===== config.mk =====
export PLATFORM = sky130hd
export DESIGN_NAME = output_sram_drain
export DESIGN_NICKNAME = d
export VERILOG_FILES = /design/src/rtl/drain_pkg.sv /design/src/rtl/drain_skid_fifo.sv /design/src/rtl/output_sram_drain.sv
export SDC_FILE = /design/constraint.sdc
export NUM_CORES = 1
export LEC_CHECK = 0
export ABC_AREA = 1
export CORE_AREA = 8 8 238 240
export DETAILED_ROUTE_END_ITERATION = 16
export DIE_AREA = 0 0 246 248
export PLACE_DENSITY = 0.58
export SETUP_SLACK_MARGIN = 0.1
export SLEW_MARGIN = 10
export SYNTH_ARGS = -nofsm -noshare
export SYNTH_HDL_FRONTEND = slang
export SYNTH_HIERARCHICAL = 1
export SYNTH_SLANG_ARGS = --single-unit

===== constraint.sdc =====
create_clock -name i_clk -period 3.2 [get_ports i_clk]
set_input_delay 0.64 -clock i_clk [delete_from_list [all_inputs] [get_ports i_clk]]
set_output_delay 0.64 -clock i_clk [all_outputs]
set_load 0.01 [all_outputs]

===== src/rtl/drain_pkg.sv =====
// Shared types and defaults for the output SRAM drain engine.
package drain_pkg;

    localparam int NUM_BANKS_DEF = 32;
    localparam int DATA_W_DEF    = 16;
    localparam int ADDR_W_DEF    = 10;
    localparam int BANK_W        = 5;

    typedef enum logic [1:0] {
        IDLE  = 2'd0,
        ISSUE = 2'd1,
        FLUSH = 2'd2,
        FIN   = 2'd3
    } drain_state_e;

    // One stream beat: data plus its source location and end-of-drain marker.
    typedef struct packed {
        logic [DATA_W_DEF-1:0] data;
        logic [BANK_W-1:0]     bank;
        logic [ADDR_W_DEF-1:0] addr;
        logic                  last;
    } drain_beat_t;

endpackage


===== src/rtl/drain_skid_fifo.sv =====
// Two-entry FIFO of drain beats. Push and pop may coincide, including when full.
module drain_skid_fifo
    import drain_pkg::*;
(
    input  logic        i_clk,
    input  logic        i_rst,
    input  logic        i_push,
    input  drain_beat_t i_din,
    input  logic        i_pop,
    output logic [1:0]  o_count,
    output drain_beat_t o_head,
    output logic        o_empty
);

    drain_beat_t r_mem [2];
    logic        r_wptr;
    logic        r_rptr;
    logic [1:0]  r_count;
    logic        w_push;
    logic        w_pop;

    assign w_pop  = i_pop && (r_count != 2'd0);
    assign w_push = i_push && ((r_count != 2'd2) || w_pop);

    // Storage, pointers and occupancy; storage cleared so an empty head reads 0 after reset.
    always_ff @(posedge i_clk or negedge i_rst) begin
        if (!i_rst) begin
            r_mem[0] <= '0;
            r_mem[1] <= '0;
            r_wptr   <= 1'b0;
            r_rptr   <= 1'b0;
            r_count  <= 2'd0;
        end else begin
            if (w_push) begin
                r_mem[r_wptr] <= i_din;
                r_wptr        <= ~r_wptr;
            end
            if (w_pop) r_rptr <= ~r_rptr;
            r_count <= r_count + {1'b0, w_push} - {1'b0, w_pop};
        end
    end

    assign o_count = r_count;
    assign o_head  = r_mem[r_rptr];
    assign o_empty = (r_count == 2'd0);

endmodule


===== src/rtl/output_sram_drain.sv =====
// Drains output SRAM banks bank-major into a valid/ready word stream.
// Optional build macro DRAIN_CHECKSUM_EN adds o_checksum (sum of accepted words).
module output_sram_drain
    import drain_pkg::*;
#(
    parameter int NUM_BANKS = NUM_BANKS_DEF,
    parameter int DATA_W    = DATA_W_DEF,
    parameter int ADDR_W    = ADDR_W_DEF
) (
    input  logic                        i_clk,
    input  logic                        i_rst,
    input  logic                        i_start,
    input  logic [ADDR_W-1:0]           i_base_addr,
    input  logic [ADDR_W:0]             i_word_num,
    input  logic [5:0]                  i_bank_num,
    output logic                        o_busy,
    output logic                        o_done,
    output logic [NUM_BANKS-1:0]        o_sram_cs,
    output logic                        o_sram_oe,
    output logic [ADDR_W-1:0]           o_sram_addr,
    input  logic [NUM_BANKS*DATA_W-1:0] i_sram_rdata,
    output logic                        o_out_valid,
    input  logic                        i_out_ready,
    output logic [DATA_W-1:0]           o_out_data,
    output logic [4:0]                  o_out_bank,
    output logic [ADDR_W-1:0]           o_out_addr,
    output logic                        o_out_last
`ifdef DRAIN_CHECKSUM_EN
    ,
    output logic [31:0]                 o_checksum
`endif
);

    drain_state_e      r_state, w_state_nxt;
    logic [ADDR_W-1:0] r_base;
    logic [ADDR_W:0]   r_words;
    logic [5:0]        r_banks;
    logic [BANK_W-1:0] r_bank_idx;
    logic [ADDR_W:0]   r_word_idx;
    logic              r_inflight;
    logic [BANK_W-1:0] r_if_bank;
    logic [ADDR_W-1:0] r_if_addr;
    logic              r_if_last;

    logic              w_launch;
    logic [5:0]        w_banks_clamped;
    logic              w_pop;
    logic              w_room;
    logic              w_issue;
    logic              w_last_word;
    logic              w_last_rd;
    logic [ADDR_W-1:0] w_rd_addr;
    logic [1:0]        w_fifo_count;
    logic              w_fifo_empty;
    drain_beat_t       w_din;
    drain_beat_t       w_head;

    assign w_launch        = (r_state == IDLE) && i_start;
    assign w_banks_clamped = (i_bank_num > 6'(NUM_BANKS)) ? 6'(NUM_BANKS) : i_bank_num;
    assign w_pop           = !w_fifo_empty && i_out_ready;
    // Count the popped slot as free so a full-rate stream keeps issuing every cycle.
    assign w_room          = ({1'b0, w_fifo_count} + {2'b0, r_inflight} - {2'b0, w_pop}) < 3'd2;
    assign w_issue         = (r_state == ISSUE) && w_room;
    assign w_last_word     = (r_word_idx == r_words - (ADDR_W+1)'(1));
    assign w_last_rd       = w_issue && w_last_word && ({1'b0, r_bank_idx} == r_banks - 6'd1);
    assign w_rd_addr       = r_base + r_word_idx[ADDR_W-1:0];

    // State register.
    always_ff @(posedge i_clk or negedge i_rst) begin
        if (!i_rst) r_state <= IDLE;
        else        r_state <= w_state_nxt;
    end

    // Next-state and status outputs; the final beat's handshake closes the drain.
    always_comb begin
        w_state_nxt = r_state;
        o_busy      = 1'b0;
        o_done      = 1'b0;
        case (r_state)
            IDLE: begin
                if (i_start)
                    w_state_nxt = ((i_word_num == '0) || (w_banks_clamped == 6'd0)) ? FIN : ISSUE;
            end
            ISSUE: begin
                o_busy = 1'b1;
                if (w_last_rd) w_state_nxt = FLUSH;
            end
            FLUSH: begin
                o_busy = 1'b1;
                if (w_pop && w_head.last) w_state_nxt = FIN;
            end
            FIN: begin
                o_done      = 1'b1;
                w_state_nxt = IDLE;
            end
            default: w_state_nxt = IDLE;
        endcase
    end

    // Drain parameters, read cursor and the one-deep in-flight read tag.
    always_ff @(posedge i_clk or negedge i_rst) begin
        if (!i_rst) begin
            r_base     <= '0;
            r_words    <= '0;
            r_banks    <= '0;
            r_bank_idx <= '0;
            r_word_idx <= '0;
            r_inflight <= 1'b0;
            r_if_bank  <= '0;
            r_if_addr  <= '0;
            r_if_last  <= 1'b0;
        end else begin
            if (w_launch) begin
                r_base     <= i_base_addr;
                r_words    <= i_word_num;
                r_banks    <= w_banks_clamped;
                r_bank_idx <= '0;
                r_word_idx <= '0;
            end else if (w_issue) begin
                if (w_last_word) begin
                    r_word_idx <= '0;
                    r_bank_idx <= r_bank_idx + BANK_W'(1);
                end else begin
                    r_word_idx <= r_word_idx + (ADDR_W+1)'(1);
                end
            end
            r_inflight <= w_issue;
            r_if_bank  <= r_bank_idx;
            r_if_addr  <= w_rd_addr;
            r_if_last  <= w_last_rd;
        end
    end

    // Tag the returning read data with where it came from.
    always_comb begin
        w_din      = '0;
        w_din.data = i_sram_rdata[r_if_bank*DATA_W +: DATA_W];
        w_din.bank = r_if_bank;
        w_din.addr = r_if_addr;
        w_din.last = r_if_last;
    end

    drain_skid_fifo u_fifo (
        .i_clk   (i_clk),
        .i_rst   (i_rst),
        .i_push  (r_inflight),
        .i_din   (w_din),
        .i_pop   (w_pop),
        .o_count (w_fifo_count),
        .o_head  (w_head),
        .o_empty (w_fifo_empty)
    );

    assign o_sram_oe   = w_issue;
    assign o_sram_cs   = w_issue ? ({{(NUM_BANKS-1){1'b0}}, 1'b1} << r_bank_idx) : '0;
    assign o_sram_addr = w_issue ? w_rd_addr : '0;
    assign o_out_valid = !w_fifo_empty;
    assign o_out_data  = w_head.data;
    assign o_out_bank  = w_head.bank;
    assign o_out_addr  = w_head.addr;
    assign o_out_last  = w_head.last;

`ifdef DRAIN_CHECKSUM_EN
    logic [31:0] r_checksum;

    // Running sum of accepted words; cleared when a drain launches, held after done.
    always_ff @(posedge i_clk or negedge i_rst) begin
        if (!i_rst)        r_checksum <= '0;
        else if (w_launch) r_checksum <= '0;
        else if (w_pop)    r_checksum <= r_checksum + 32'(o_out_data);
    end

    assign o_checksum = r_checksum;
`endif

endmodule


# Word level (Yosys, flattened, before mapping)
# Index checks and enable logic that the tools add are counted.
dict set report totals {
  reg_bits 130
  inputBits 543
  output_inout_bits 78
}
dict set report classes {
  add_sub_neg 9
  magnitude_cmp 5
  eq_ne 9
  shifts 2
  n_mux 22
  n_bitwise 4
  reduce_logical 22
}
# op n
set op_table {}
lappend op_table {{512-bit by 10-bit indexed part select with 16-bit output} 1}
lappend op_table {{32-bit 2-to-1 mux} 5}
lappend op_table {{64-bit bitwise mux} 1}
lappend op_table {{11-bit 2-to-1 mux} 3}
lappend op_table {{32-bit demux with 1-bit select} 1}
lappend op_table {{1-bit by 5-bit << shifter with 32-bit output (first input constant)} 1}
lappend op_table {{5-bit 2-to-1 mux} 3}
lappend op_table {{11-bit by 1-bit adder with 11-bit output (second input constant)} 1}
lappend op_table {{11-bit equality test} 1}
lappend op_table {{11-bit zero test} 1}
lappend op_table {{11-bit by 1-bit subtractor with 11-bit output (second input constant)} 1}
lappend op_table {{10-bit adder} 1}
lappend op_table {{10-bit 2-to-1 mux} 1}
lappend op_table {{1-bit logical AND} 9}
lappend op_table {{2-bit 2-to-1 mux} 4}
lappend op_table {{2-bit inequality test (second input constant)} 4}
lappend op_table {{2-bit case mux with 4 select lines} 1}
lappend op_table {{5-bit by 6-bit equality test with 1-bit output} 1}
lappend op_table {{6-bit > comparator (second input constant)} 1}
lappend op_table {{6-bit zero test} 1}
lappend op_table {{6-bit 2-to-1 mux} 1}
lappend op_table {{2-bit nonzero test} 3}
lappend op_table {{6-bit by 1-bit subtractor with 6-bit output (second input constant)} 1}
lappend op_table {{5-bit by 1-bit adder with 5-bit output (second input constant)} 1}
lappend op_table {{18 further kinds} 25}

# Logic depth before layout (Yosys ltp)
# Gate-level depths: netlist of run 1.
dict set report logic_depth {
  depth_word 10
  ltp_mapped 16
  depth_no_buf 16
}

# By module
# Netlist of run 1, hierarchy kept.
# module instances cells_per_inst area_per_inst_um2 seq_area_each_um2
set modules_own_cells {}
lappend modules_own_cells {output_sram_drain 1 1453 8539.4 1551.5}
lappend modules_own_cells {drain_skid_fifo 1 413 3280.6 1701.6}

# Least setup slack after synthesis of run 1
# No wires, ideal clock.
dict set report synth_timing {
  path_type {input port to output port}
  startpoint {in i_out_ready}
  endpoint {out o_sram_cs[10]}
  arrival_time_ps 2566
  path_slack_ps -6
  cell_stages 11
  n_path_buf 1
  path_cell_list {inv_1 > nor2_1 > ha_1 > nor2_1 > fa_1 > nor2_1 > nand3_1 > inv_1 > nand2_1 > clkbuf_1 > nor2_1}
}
dict set report synth_via {
  elab_chain_cells 5
}
# element line
set synth_rtl {}
lappend synth_rtl {{start: declaration} output_sram_drain.sv:23} ;# input logic i_out_ready,
lappend synth_rtl {{1-bit logical AND} output_sram_drain.sv:60} ;# assign w_pop = !w_fifo_empty && i_out_ready;
lappend synth_rtl {{net w_pop} output_sram_drain.sv:47} ;# logic w_pop;
lappend synth_rtl {{3-bit by 1-bit subtractor with 3-bit output} output_sram_drain.sv:62} ;# assign w_room = ({1'b0, w_fifo_count} + {2'b0, r_inflight} - {2'b0, w_pop}) < 3'd2;
lappend synth_rtl {{3-bit by 2-bit < comparator with 1-bit output} output_sram_drain.sv:62}
lappend synth_rtl {{1-bit logical AND} output_sram_drain.sv:63} ;# assign w_issue = (r_state == ISSUE) && w_room;
lappend synth_rtl {{net o_sram_oe} output_sram_drain.sv:19} ;# output logic o_sram_oe,
lappend synth_rtl {{32-bit 2-to-1 mux} output_sram_drain.sv:155} ;# assign o_sram_cs = w_issue ? ({{(NUM_BANKS-1){1'b0}}, 1'b1} << r_bank_idx) : '0;
lappend synth_rtl {{end: declaration} output_sram_drain.sv:18} ;# output logic [NUM_BANKS-1:0] o_sram_cs,
# The timed path passes the listed nets, and every way through them passes these cells.

# Worst setup path after layout of run 1
dict set report layout_timing {
  startpoint {reg u_fifo.r_count[1], in the netlist u_fifo/o_count[1]}
  endpoint {out o_sram_cs[21]}
}
dict set report layout_via {
  elab_chain_cells 7
}
# element line
set layout_rtl {}
lappend layout_rtl {{start: declaration} drain_skid_fifo.sv:18} ;# logic [1:0] r_count;
lappend layout_rtl {{start signal: assignment} drain_skid_fifo.sv:39} ;# r_count <= r_count + {1'b0, w_push} - {1'b0, w_pop};
lappend layout_rtl {{2-bit zero test} drain_skid_fifo.sv:45} ;# assign o_empty = (r_count == 2'd0);
lappend layout_rtl {{net w_fifo_empty} output_sram_drain.sv:54} ;# logic w_fifo_empty;
lappend layout_rtl {{1-bit zero test} output_sram_drain.sv:60}
lappend layout_rtl {{1-bit logical AND} output_sram_drain.sv:60}
lappend layout_rtl {{net w_pop} output_sram_drain.sv:47}
lappend layout_rtl {{3-bit by 1-bit subtractor with 3-bit output} output_sram_drain.sv:62}
lappend layout_rtl {{3-bit by 2-bit < comparator with 1-bit output} output_sram_drain.sv:62}
lappend layout_rtl {{1-bit logical AND} output_sram_drain.sv:63}
lappend layout_rtl {{32-bit 2-to-1 mux} output_sram_drain.sv:155}
# The timed path passes the listed nets, and every way through them passes these cells.

==> summary.txt, run 1 <==
GRT
  – GRT met3 Usage: 4.00%
  – First-pass GRT wire length: 107 mm
  – Largest net degree at the start of global routing: 99
  – Global Route met2 Usage: 41.9%
  – Tot GR Track Use: 23.1%
  – Initial antenna violation count: 28
  – Grt met1 use: 27.8%
  – Busiest grt layer: met2
  – GRT overflow: 0
  – Vias in the first global route: 16,048

Worst setup path
  – R2r startpoint: u_fifo/o_count[1]
  – CP startpoint kind: flop
  – Endpoint type of the worst setup path: primary output
  – R2R Setup Slk: 180 ps
  – Crit-path max FO: 8
  – Worst Reg2Reg Path Length in Cells: 20
  – End of the worst register-to-register path: u_fifo/r_mem[31]
  – Critical path's most frequent cell: nor2_4
  – Crit path required time: 2560 ps
  – WS Path Type: flop to primary output
  – Critical path cell sequence: nor2_4 > nor2_4 > ha_4 > nor2_4 > fa_1 > nor2_2 > nand3_2 > inv_4 > nand2_4 > buf_12 > nor2_2 > buf_2
  – CP Launch Point: u_fifo/o_count[1]
  – Slowest-stage cell, CP: fa_1
  – Worst endpoint data arrival time: 2700 ps
  – Worst path max stage delay: 430 ps

Placed design
  – Post-DP HPWL: 59.0 mm
  – I/O Buffers: 620
  – Placed Cells: 3,093
  – Pre-CTS setup slack: -871 ps
  – Routability congestion estimate from global placement: 0.939
  – Placed inst area: 18,900 µm²

Routing
  – Initial detailed-routing violation count: 1,319
  – Vias per cell: 5.07
  – Post-Route WL: 74.8 mm
  – Wire length per cell: 23.7 µm
  – DRC: 0
  – Routed Antenna Nets: 0
  – DR vias: 16,010
  – Drt first pass iters: 5

Cells and area
  – # fillers: 5,593
  – Post-route cell area: 19,800 µm²
  – Layout cell share with drive strength beyond 1: 10.6%
  – Nets: 3,007
  – Fin cells: 3,158
  – Area growth syn-to-layout: 67.4%

STA
  – RSZ-0062 raised after global routing: yes
  – Slew margin rel.: 49.8%
  – Min cycle time layout: 3340 ps
  – Worst Skew: 15.7 ps
  – Sum Neg Setup Slack: -4380 ps
  – Worst Setup Slack, final: -142 ps
  – Final Hold Viols: 0
  – Setup violators final: 42
  – Achievable frequency: 299 MHz
  – Final max-slew violation count: 0
  – Worst slew pin tran: 754 ps
  – Period utilization: 104%

Die
  – Ports: 621
  – Total core area: 53,100 µm²
  – Die ar.: 61,000 µm²
  – Starting Density: 22.3%
  – Die height: 248 µm
  – Core Rows: 85
  – DIE WIDTH: 246 µm

Power
  – Switching share of total power: 32.1%
  – Peak VDD IR: 0.355 mV
  – Power density over cell area: 306 nW/µm²
  – Combinational Power Share: 36.5%
  – Int Power: 4120 µW
  – Sequential power share: 28.6%
  – Leak: 0.00840 µW
  – Sw Pwr: 1940 µW
  – Clock share of power: 34.8%

CTS
  – CTS sink count: 130
  – CTS Buf Count: 17
  – CTS max path bufs: 2
  – CTS Hold Buffers Added: 0
  – H-tree levels: 4
  – CTS tree: built
  – Worst-path clk slew: 60 ps
  – Latest clock arrival within the worst-skew pair: 430 ps
  – Clk root buf: clkbuf_16

Run status
  – Outcome: complete, but fails checks
  – Failing checks: negative setup slack

Yosys
  – Largest area contributor in the netlist: dfrtp_1
  – Share of Yosys cell area claimed by the top area cell type: 27.5%
  – Largest cells by area after synthesis: dfrtp_1 (28%), nand2_1 (13%), o21ai_0 (12%)
  – Count of state elements after synthesis: 130
  – Post-Syn Instances: 1,866
  – Mean post-synth cell area: 6.33 µm²
  – Synth Flop Type: dfrtp_1
  – FFs w/ async S/R, synth: 100%
  – Synth Cell Area: 11,800 µm²
  – Syn. warnings: 6
  – Post-synth EDFFs: 0
  – Register area share after synthesis: 27.5%
  – Synth cell types: 39
  – Post-Syn Nets: 2,437

Job
  – Max-cap violation count: 0

Min path
  – Min-delay worst type: input port to async pin
[layout make-up]
class | count | area (µm²) | share of cell area, %
multi-input cells | 1495 | 7710 | 39.0
clock buffers | 19 | 443 | 2.24
well taps | 696 | 871 | 4.40
inverters | 88 | 344 | 1.74
diodes | 13 | 32.5 | 0.164
clock inverters | 13 | 184 | 0.930
flip-flops and latches | 130 | 3260 | 16.5
repair buffers | 704 | 6930 | 35.1
[registers in the layout (all words and copies together), names as in the netlist]
name / count
u_fifo/r_mem: 64
r_word_idx: 11
r_words: 11
r_base: 10
r_if_addr: 10
r_banks: 6
r_bank_idx: 5
r_if_bank: 5
r_state: 2
u_fifo/o_count: 2
r_if_last: 1
r_inflight: 1
u_fifo/r_rptr: 1
u_fifo/r_wptr: 1
[stage by stage]
| stage | util, % | total power, µW | hold WS (ps) |
|---|---|---|---|
| final | 37.3 | 6060 | 235 |
| after global routing | 37.3 | 6360 | 274 |
| after CTS | 36.8 | 6010 | 254 |
| after detailed placement | 35.5 | 3770 | 458 |
| after global placement | 35.5 | 3770 | 454 |
| after floorplan | - | 2590 | 344 |
[synthesized netlist by cell type (all sizes together) (18+ instances only)]
master and instances:
a31oi 18, inv 86, ha 26, clkbuf 76
nand4 69, buf 77, a21oi 19, nand2 414
o221ai 94, o21ai 306, o22ai 36, nand3 88
xor2 19, dfrtp 130, nor2 382
[worst max-delay path: cells and delay by family, from the launching register on]
kind,cells,cell delay (ps)
fa+ha+maj,2,680
buf+inv,3,420
flops,1,410
simple gates,7,760
[how the worst max path moves through the flow]
stage,to,slack (ps),depth (start not counted)
floorplan,o_sram_cs[21],140,11
global placement,o_sram_cs[18],-800,13
detailed placement,o_sram_cs[17],-870,13
CTS,o_sram_cs[24],-170,12
global route,o_sram_cs[21],-250,12
finish,o_sram_cs[21],-140,12
[cell usage in the layout, fill, tap and decap left out, types with 23 or more instances in the layout]
cell type / instances
buf_4: 65
inv_1: 68
nand3_1: 81
nor2_1: 333
o21ai_0: 283
nor2_2: 31
ha_1: 23
buf_2: 30
dfrtp_1: 126
nand2_1: 404
clkdlybuf4s50_1: 575
o221ai_1: 94
nand4_1: 69
o22ai_1: 36
[power by group through the flow]
stage	registers (µW)	clock network [µW]	logic [µW]
floorplan	1750	0	839
global placement	1750	0	2010
detailed placement	1760	0	2020
CTS	1730	2160	2120
global route	1740	2230	2390
finish	1730	2110	2210
[metal layers]
| metal | part of all wire, % | up-vias |
|---|---|---|
| met2 | 52 | 649 |
| li1 | - | 7545 |
| met5 | 0.031 | - |
| met1 | 40 | 7752 |
| met4 | 1.6 | 4 |
| met3 | 6.2 | 60 |
[cells by family after synthesis]
group           share of synthesized area (%)
compound gates                           23.8
fa+ha+maj                                3.09
simple gates                             34.4
xor+xnor                                 1.70
buf+inv                                  9.47
flops                                    27.5
[repair_timing]
action	CTS	global route
setup buffers	14	8
cloned	1	0
resized for setup	208	43
setup endpoints to repair	44	106
pin swaps	8	14
Power figures use the tool's default switching activity.
==> inputs of run 2 (changes only) <==
--- a/config.mk
+++ b/config.mk
@@ -7,6 +7,7 @@
 export LEC_CHECK = 0
 export ABC_AREA = 1
 export CORE_AREA = 8 8 238 240
+export CTS_BUF_LIST = sky130_fd_sc_hd__clkbuf_8
 export DETAILED_ROUTE_END_ITERATION = 16
 export DIE_AREA = 0 0 246 248
 export PLACE_DENSITY = 0.58
==> run 2 against run 1 <==
Against the previous run:
- the run still ends with negative setup slack left
- worst setup slack improved by 11 ps
- combinational power rose by 3%
- worst hold slack got worse by 14 ps
- critical path depth did not move
- fmax up 0.33%
- flip-flop and latch count stayed put
- die area is the same
- global-route usage about the same
- largest power group unchanged
==> summary.txt, run 2 (synthesized netlist as in run 1, its figures left out) <==
Routing
  – Initial detailed-routing violation count: 1,235 (-6.4%)
  – Drt first pass iters: 5 (unchanged)
  – Routed Antenna Nets: 0 (unchanged)
  – Post-Route WL: 75.1 mm (+0.40%)
  – DR vias: 15,928 (-0.51%)
  – Wire length per cell: 23.7 µm (about the same)
  – DRC: 0 (unchanged)
  – Vias per cell: 5.03 (-0.83%)

Worst setup path
  – Buf/Inv on CP: 3 (unchanged)
  – CP startpoint kind: flop
  – Slowest-stage cell, CP: fa_1
  – Worst endpoint data arrival time: 2690 ps (about the same)
  – WS Path Type: flop to primary output
  – Worst Reg2Reg Path Length in Cells: 24 (+20%)
  – Critical path cell sequence: nor2_4 > nor2_4 > ha_4 > nor2_4 > fa_1 > nor2_2 > nand3_2 > inv_4 > nand2_4 > buf_12 > nor2_2 > buf_2
  – R2R Setup Slk: 130 ps (-50 ps)
  – Worst setup path endpoint: o_sram_cs[21]
  – Crit path required time: 2560 ps (about the same)
  – Crit-path max FO: 8 (unchanged)
  – Top cell family by delay on the critical path: simple AND/OR/NAND/NOR gates
  – End of the worst register-to-register path: u_fifo/o_count[1]
  – Critical path's most frequent cell: nor2_4
  – Worst path max stage delay: 430 ps (about the same)
  – R2r startpoint: u_fifo/o_count[1]
  – Endpoint type of the worst setup path: primary output
  – CP Launch Point: u_fifo/o_count[1]
  – WP depth: 12 (unchanged)

GRT
  – Tot GR Track Use: 23.1% (-0.038 points)
  – GRT overflow: 0 (unchanged)
  – Vias in the first global route: 16,029 (-0.12%)
  – Largest net degree at the start of global routing: 99 (unchanged)
  – Initial antenna violation count: 28 (unchanged)
  – First-pass GRT wire length: 107 mm (-0.21%)

Die
  – DIE WIDTH: 246 µm (unchanged)
  – Total core area: 53,100 µm² (unchanged)
  – Starting Density: 22.3% (unchanged)
  – Die height: 248 µm (unchanged)
  – Die ar.: 61,000 µm² (unchanged)
  – Core Rows: 85 (unchanged)
  – Ports: 621 (unchanged)

CTS
  – Worst-path clk slew: 80 ps (+20 ps)
  – CTS sink count: 130 (unchanged)
  – CTS Hold Buffers Added: 0 (unchanged)
  – CTS max path bufs: 2 (unchanged)
  – CTS tree: built
  – Latest clock arrival within the worst-skew pair: 450 ps (+20 ps)
  – H-tree levels: 4 (unchanged)
  – Clk root buf: clkbuf_8
  – CTS Buf Count: 17 (unchanged)

STA
  – Achievable frequency: 300 MHz (+0.33%)
  – Fin Hold WS: 221 ps (-14.0 ps)
  – Slew margin rel.: 47.9% (-1.9 points)
  – Worst Skew: 14.4 ps (-1.26 ps)
  – Period utilization: 104% (-0.35 points)
  – Final Hold Viols: 0 (unchanged)
  – RSZ-0062 raised after global routing: yes
  – Min cycle time layout: 3330 ps (-11.1 ps)
  – Worst Setup Slack, final: -131 ps (+11.1 ps)
  – Setup violators final: 42 (unchanged)
  – Final max-slew violation count: 0 (unchanged)
  – Worst slew pin tran: 782 ps (+28.3 ps)

Placed design
  – Post-DP HPWL: 59.0 mm (unchanged)
  – Placed Cells: 3,093 (unchanged)
  – I/O Buffers: 620 (unchanged)
  – Routability congestion estimate from global placement: 0.939 (unchanged)

Cells and area
  – Leading cell type in the layout, fill and taps excluded: clkdlybuf4s50_1
  – # fillers: 5,597 (+0.072%)
  – Nets: 3,017 (+0.33%)
  – Number of flip-flops in the largest register: 64 (unchanged)
  – Fin cells: 3,168 (+0.32%)
  – Layout cell share with drive strength beyond 1: 11.2% (+0.65 points)
  – Area taken by flip-flops and latches: 3260 µm² (unchanged)
  – Most flops, register: u_fifo/r_mem
  – Commonest non-fill, non-tap cells in the layout: clkdlybuf4s50_1 (575), nand2_1 (400), nor2_1 (332)
  – Largest regs: u_fifo/r_mem (64), r_word_idx (11), r_words (11)
  – Fin util: 37.3% (about the same)
  – Multi-input logic area: 7740 µm² (+0.34%)
  – Area growth syn-to-layout: 67.4% (about the same)

Run status
  – Failing checks: negative setup slack
  – Outcome: complete, but fails checks

Job
  – Max-cap violation count: 0 (unchanged)

Power
  – Power density over cell area: 282 nW/µm² (-7.9%)
  – Peak VDD IR: 0.293 mV (-17%)
  – Pwr Total: 5580 µW (-7.9%)
  – Leak: 0.00840 µW (about the same)

Min path
  – Min-delay worst type: input port to async pin
==> run 2: cell types whose count changed in the layout (fill, tap and decap cells not counted), moves of 2 or more <==
cell | before | now
nand3_4 | 1 | 3
nand2_2 | 5 | 9
nand3_2 | 6 | 4
nand2_1 | 404 | 400
clkbuf_8 | 1 | 18
buf_12 | 16 | 20
clkbuf_16 | 17 | 2
buf_4 | 65 | 68
==> run 2: stage by stage <==
step | instance area [µm²] | TNS [ps] | setup WS (ps)
5_1_grt | 19800 | -10390 | -283
3_3_place_gp | 18900 | -33470 | -805
6_report | 19800 | -3810 | -131
3_5_place_dp | 18900 | -35680 | -871
4_1_cts | 19400 | -6780 | -215
2_1_floorplan | 11900 | 0 | 136
==> run 2: where the power goes <==
| part | internal, µW | switching [µW] | leakage (µW) |
|---|---|---|---|
| registers | 1690 | 47.3 | 0.00165 |
| logic | 1140 | 1120 | 0.00653 |
| clock network | 867 | 714 | 0.000216 |
==> run 2: worst min path at each step <==
stage                           from               end  depth (start not counted)
CTS                            i_rst        r_words[1]                          1
detailed placement  u_fifo/r_mem[25]  u_fifo/r_mem[25]                          2
global placement     u_fifo/r_mem[0]   u_fifo/r_mem[0]                          2
global route                   i_rst        r_words[1]                          1
floorplan                      i_rst     r_bank_idx[0]                          0
finish                         i_rst        r_words[1]                          1
==> run 2: metal layers <==
layer | global-route usage [%] | share of wire, % | vias up
li1 | - | - | 7562
met1 | 27.7 | 40 | 7646
met2 | 41.8 | 51 | 652
met3 | 4.20 | 6.4 | 64
met4 | 6.11 | 1.6 | 4
met5 | 0 | 0.031 | -
==> run 2: area by class of cell <==
class                      count  area share (%)
multi-input combinational   1495            39.1
timing repair buffer         714            35.9
sequential                   130            16.5
tap                          696            4.40
inverter                      88            1.75
clock buffer                  18            1.25
clock inverter                14           0.949
antenna                       13           0.164
==> run 2: what timing repair did <==
action / 4_1_cts / 5_1_grt
endpoints found under the hold margin: 0 / 0
cloned: 1 / 2
endpoints found under the setup margin: 43 / 106
gates resized for setup: 210 / 59
buffers inserted: 14 / 14
pin swaps: 9 / 14
==> inputs of run 3 (changes only) <==
==> constraint.sdc (replaced) <==
create_clock -name i_clk -period 3.2 [get_ports i_clk]
set_input_delay 0.64 -clock i_clk [delete_from_list [all_inputs] [get_ports i_clk]]
set_output_delay 0.64 -clock i_clk [all_outputs]
set_load 0.05 [all_outputs]
==> run 3 against run 2 <==
Against the previous run:
- the flow still finishes with violations (negative setup slack)
- total power decreased by 0.20%
- first-iteration DRC count decreased by 4.5%
- worst hold slack got worse by 110 ps
- global-route usage increased by 0.97 points
- final cell count decreased by 0.63%
- largest power group unchanged
==> summary.txt, run 3 (synthesized netlist as in run 1, its figures left out) <==
Worst setup path
  – End of the worst register-to-register path: r_state[0]
  – R2r startpoint: u_fifo/o_count[1]
  – R2R Setup Slk: 260 ps (+130 ps)
  – Worst endpoint data arrival time: 2730 ps (+40 ps)
  – Crit-path max FO: 8 (unchanged)
  – Crit path required time: 2560 ps (about the same)
  – Worst Reg2Reg Path Length in Cells: 18 (-25%)
  – WS Path Type: input port to primary output
  – CP startpoint kind: input port
  – Endpoint type of the worst setup path: primary output

Cells and area
  – Leading cell type in the layout, fill and taps excluded: clkdlybuf4s50_1
  – Area taken by flip-flops and latches: 3260 µm² (about the same)
  – Most flops, register: u_fifo/r_mem
  – Nets: 2,990 (-0.89%)
  – Area growth syn-to-layout: 70.4%
  – Number of flip-flops in the largest register: 64 (unchanged)
  – Largest regs: u_fifo/r_mem (64), r_word_idx (11), r_words (11)
  – Multi-input logic area: 7910 µm² (+2.2%)
  – Post-route cell area: 20,100 µm² (+1.8%)
  – Commonest non-fill, non-tap cells in the layout: clkdlybuf4s50_1 (543), nand2_1 (404), nor2_1 (327)
  – Layout cell share with drive strength beyond 1: 11.5% (+0.29 points)
  – Fin util: 37.9% (+0.67 points)
  – # fillers: 5,506 (-1.6%)

STA
  – Final max-slew violation count: 0 (unchanged)
  – Sum Neg Setup Slack: -5650 ps (-1840 ps)
  – Worst Setup Slack, final: -169 ps (-37.7 ps)
  – Worst Skew: 13.7 ps (-0.752 ps)
  – Min cycle time layout: 3370 ps (+37.7 ps)
  – RSZ-0062 raised after global routing: yes
  – Period utilization: 105% (+1.2 points)
  – Fin Hold WS: 113 ps (-108 ps)
  – Setup violators final: 43 (+2.4%)
  – Slew margin rel.: 20.4% (-27 points)
  – Achievable frequency: 297 MHz (-1.1%)
  – Worst slew pin tran: 1190 ps (+412 ps)
  – Final Hold Viols: 0 (unchanged)

Die
  – Starting Density: 22.3% (unchanged)
  – Die ar.: 61,000 µm² (unchanged)
  – Die height: 248 µm (unchanged)
  – Core Rows: 85 (unchanged)
  – DIE WIDTH: 246 µm (unchanged)
  – Total core area: 53,100 µm² (unchanged)
  – Ports: 621 (unchanged)

Routing
  – Vias per cell: 5.02 (-0.12%)
  – Post-Route WL: 77.4 mm (+3.0%)
  – Routed Antenna Nets: 0 (unchanged)
  – Wire length per cell: 24.6 µm (+3.7%)
  – Drt first pass iters: 6 (+1)
  – DRC: 0 (unchanged)
  – DR vias: 15,809 (-0.75%)
  – Initial detailed-routing violation count: 1,180 (-4.5%)

GRT
  – First-pass GRT wire length: 110 mm (+2.7%)
  – Tot GR Track Use: 24.1% (+0.97 points)
  – GRT overflow: 0 (unchanged)
  – Largest net degree at the start of global routing: 131 (+32%)
  – Vias in the first global route: 15,830 (-1.2%)
  – Initial antenna violation count: 40 (+43%)

Min path
  – Min-delay worst type: input port to async pin

Power
  – Pwr Total: 5570 µW (-0.20%)
  – Peak VDD IR: 0.263 mV (-10%)
  – Power density over cell area: 277 nW/µm² (-2.0%)
  – Leak: 0.00836 µW (-0.51%)

CTS
  – CTS tree: built
  – Worst-path clk slew: 80 ps (about the same)
  – CTS max path bufs: 2 (unchanged)
  – CTS Hold Buffers Added: 0 (unchanged)
  – CTS sink count: 130 (unchanged)
  – H-tree levels: 4 (unchanged)
  – Clk root buf: clkbuf_8
  – CTS Buf Count: 17 (unchanged)
  – Latest clock arrival within the worst-skew pair: 460 ps (about the same)

Placed design
  – Placed inst area: 19,300 µm² (+2.4%)
  – Routability congestion estimate from global placement: 0.997 (+6.1%)
  – Post-DP HPWL: 61.7 mm (+4.5%)
  – I/O Buffers: 620 (unchanged)

Job
  – Max-cap violation count: 0 (unchanged)

Run status
  – Failing checks: negative setup slack
  – Outcome: complete, but fails checks
## run 3: power breakdown
| group | leakage [µW] | switching [µW] | internal, µW | total, µW |
|---|---|---|---|---|
| sequential | 0.00165 | 56.1 | 1690 | 1740 |
| combinational | 0.00648 | 1190 | 999 | 2190 |
| clock | 0.000222 | 731 | 905 | 1640 |
| total | 0.00836 | 1980 | 3590 | 5570 |
## run 3: worst max-delay path, cell delays in order
cell and delay [ps]:
dlygate4sd2_1 300, inv_8 40, nor2_4 130, ha_4 220, nor2_4 70, fa_1 420
nor2_2 110, nand3_2 100, clkinvlp_4 100, buf_12 150, nand2_8 120, nor2_4 150
buf_12 150
## run 3: how the worst max path moves through the flow
stage / slack [ps] / depth (start not counted) / from / endpoint
6_report: -170 / 13 / i_out_ready / o_sram_cs[25]
5_1_grt: -270 / 12 / u_fifo/o_count[1] / o_sram_cs[22]
4_1_cts: -240 / 12 / u_fifo/o_count[0] / o_sram_cs[22]
3_5_place_dp: -570 / 12 / i_out_ready / o_sram_cs[31]
3_3_place_gp: -560 / 12 / i_out_ready / o_sram_cs[17]
2_1_floorplan: -100 / 11 / i_out_ready / o_sram_cs[10]
## run 3: timing repair
item | in CTS | in global routing
endpoints found under the setup margin | 43 | 45
cloned | 2 | 0
buffers inserted | 5 | 2
resized for setup | 46 | 8
pin swaps | 19 | 8
## run 3: layout make-up
type                       count  share of cell area (%)
sequential                   130                    16.2
tap                          696                    4.32
clock inverter                13                   0.982
inverter                      88                    1.75
multi-input combinational   1497                    39.3
clock buffer                  19                    1.30
timing repair buffer         685                    35.9
antenna                       20                   0.249
## run 3: layer usage
| layer | share of wire (%) | track usage (%) | routed length [µm] |
|---|---|---|---|
| met1 | 40 | 28.7 | 31000 |
| met3 | 7.6 | 6.13 | 5840 |
| met4 | 1.9 | 6.50 | 1460 |
| met2 | 50 | 42.4 | 39000 |
| met5 | 0.13 | 0 | 103 |
## run 3: per-stage QoR
step	instances	setup slack, ps
after floorplan	1866	-104
after global placement	3087	-561
after detailed placement	3087	-569
after CTS	3126	-243
after global routing	3146	-270
final	3148	-169
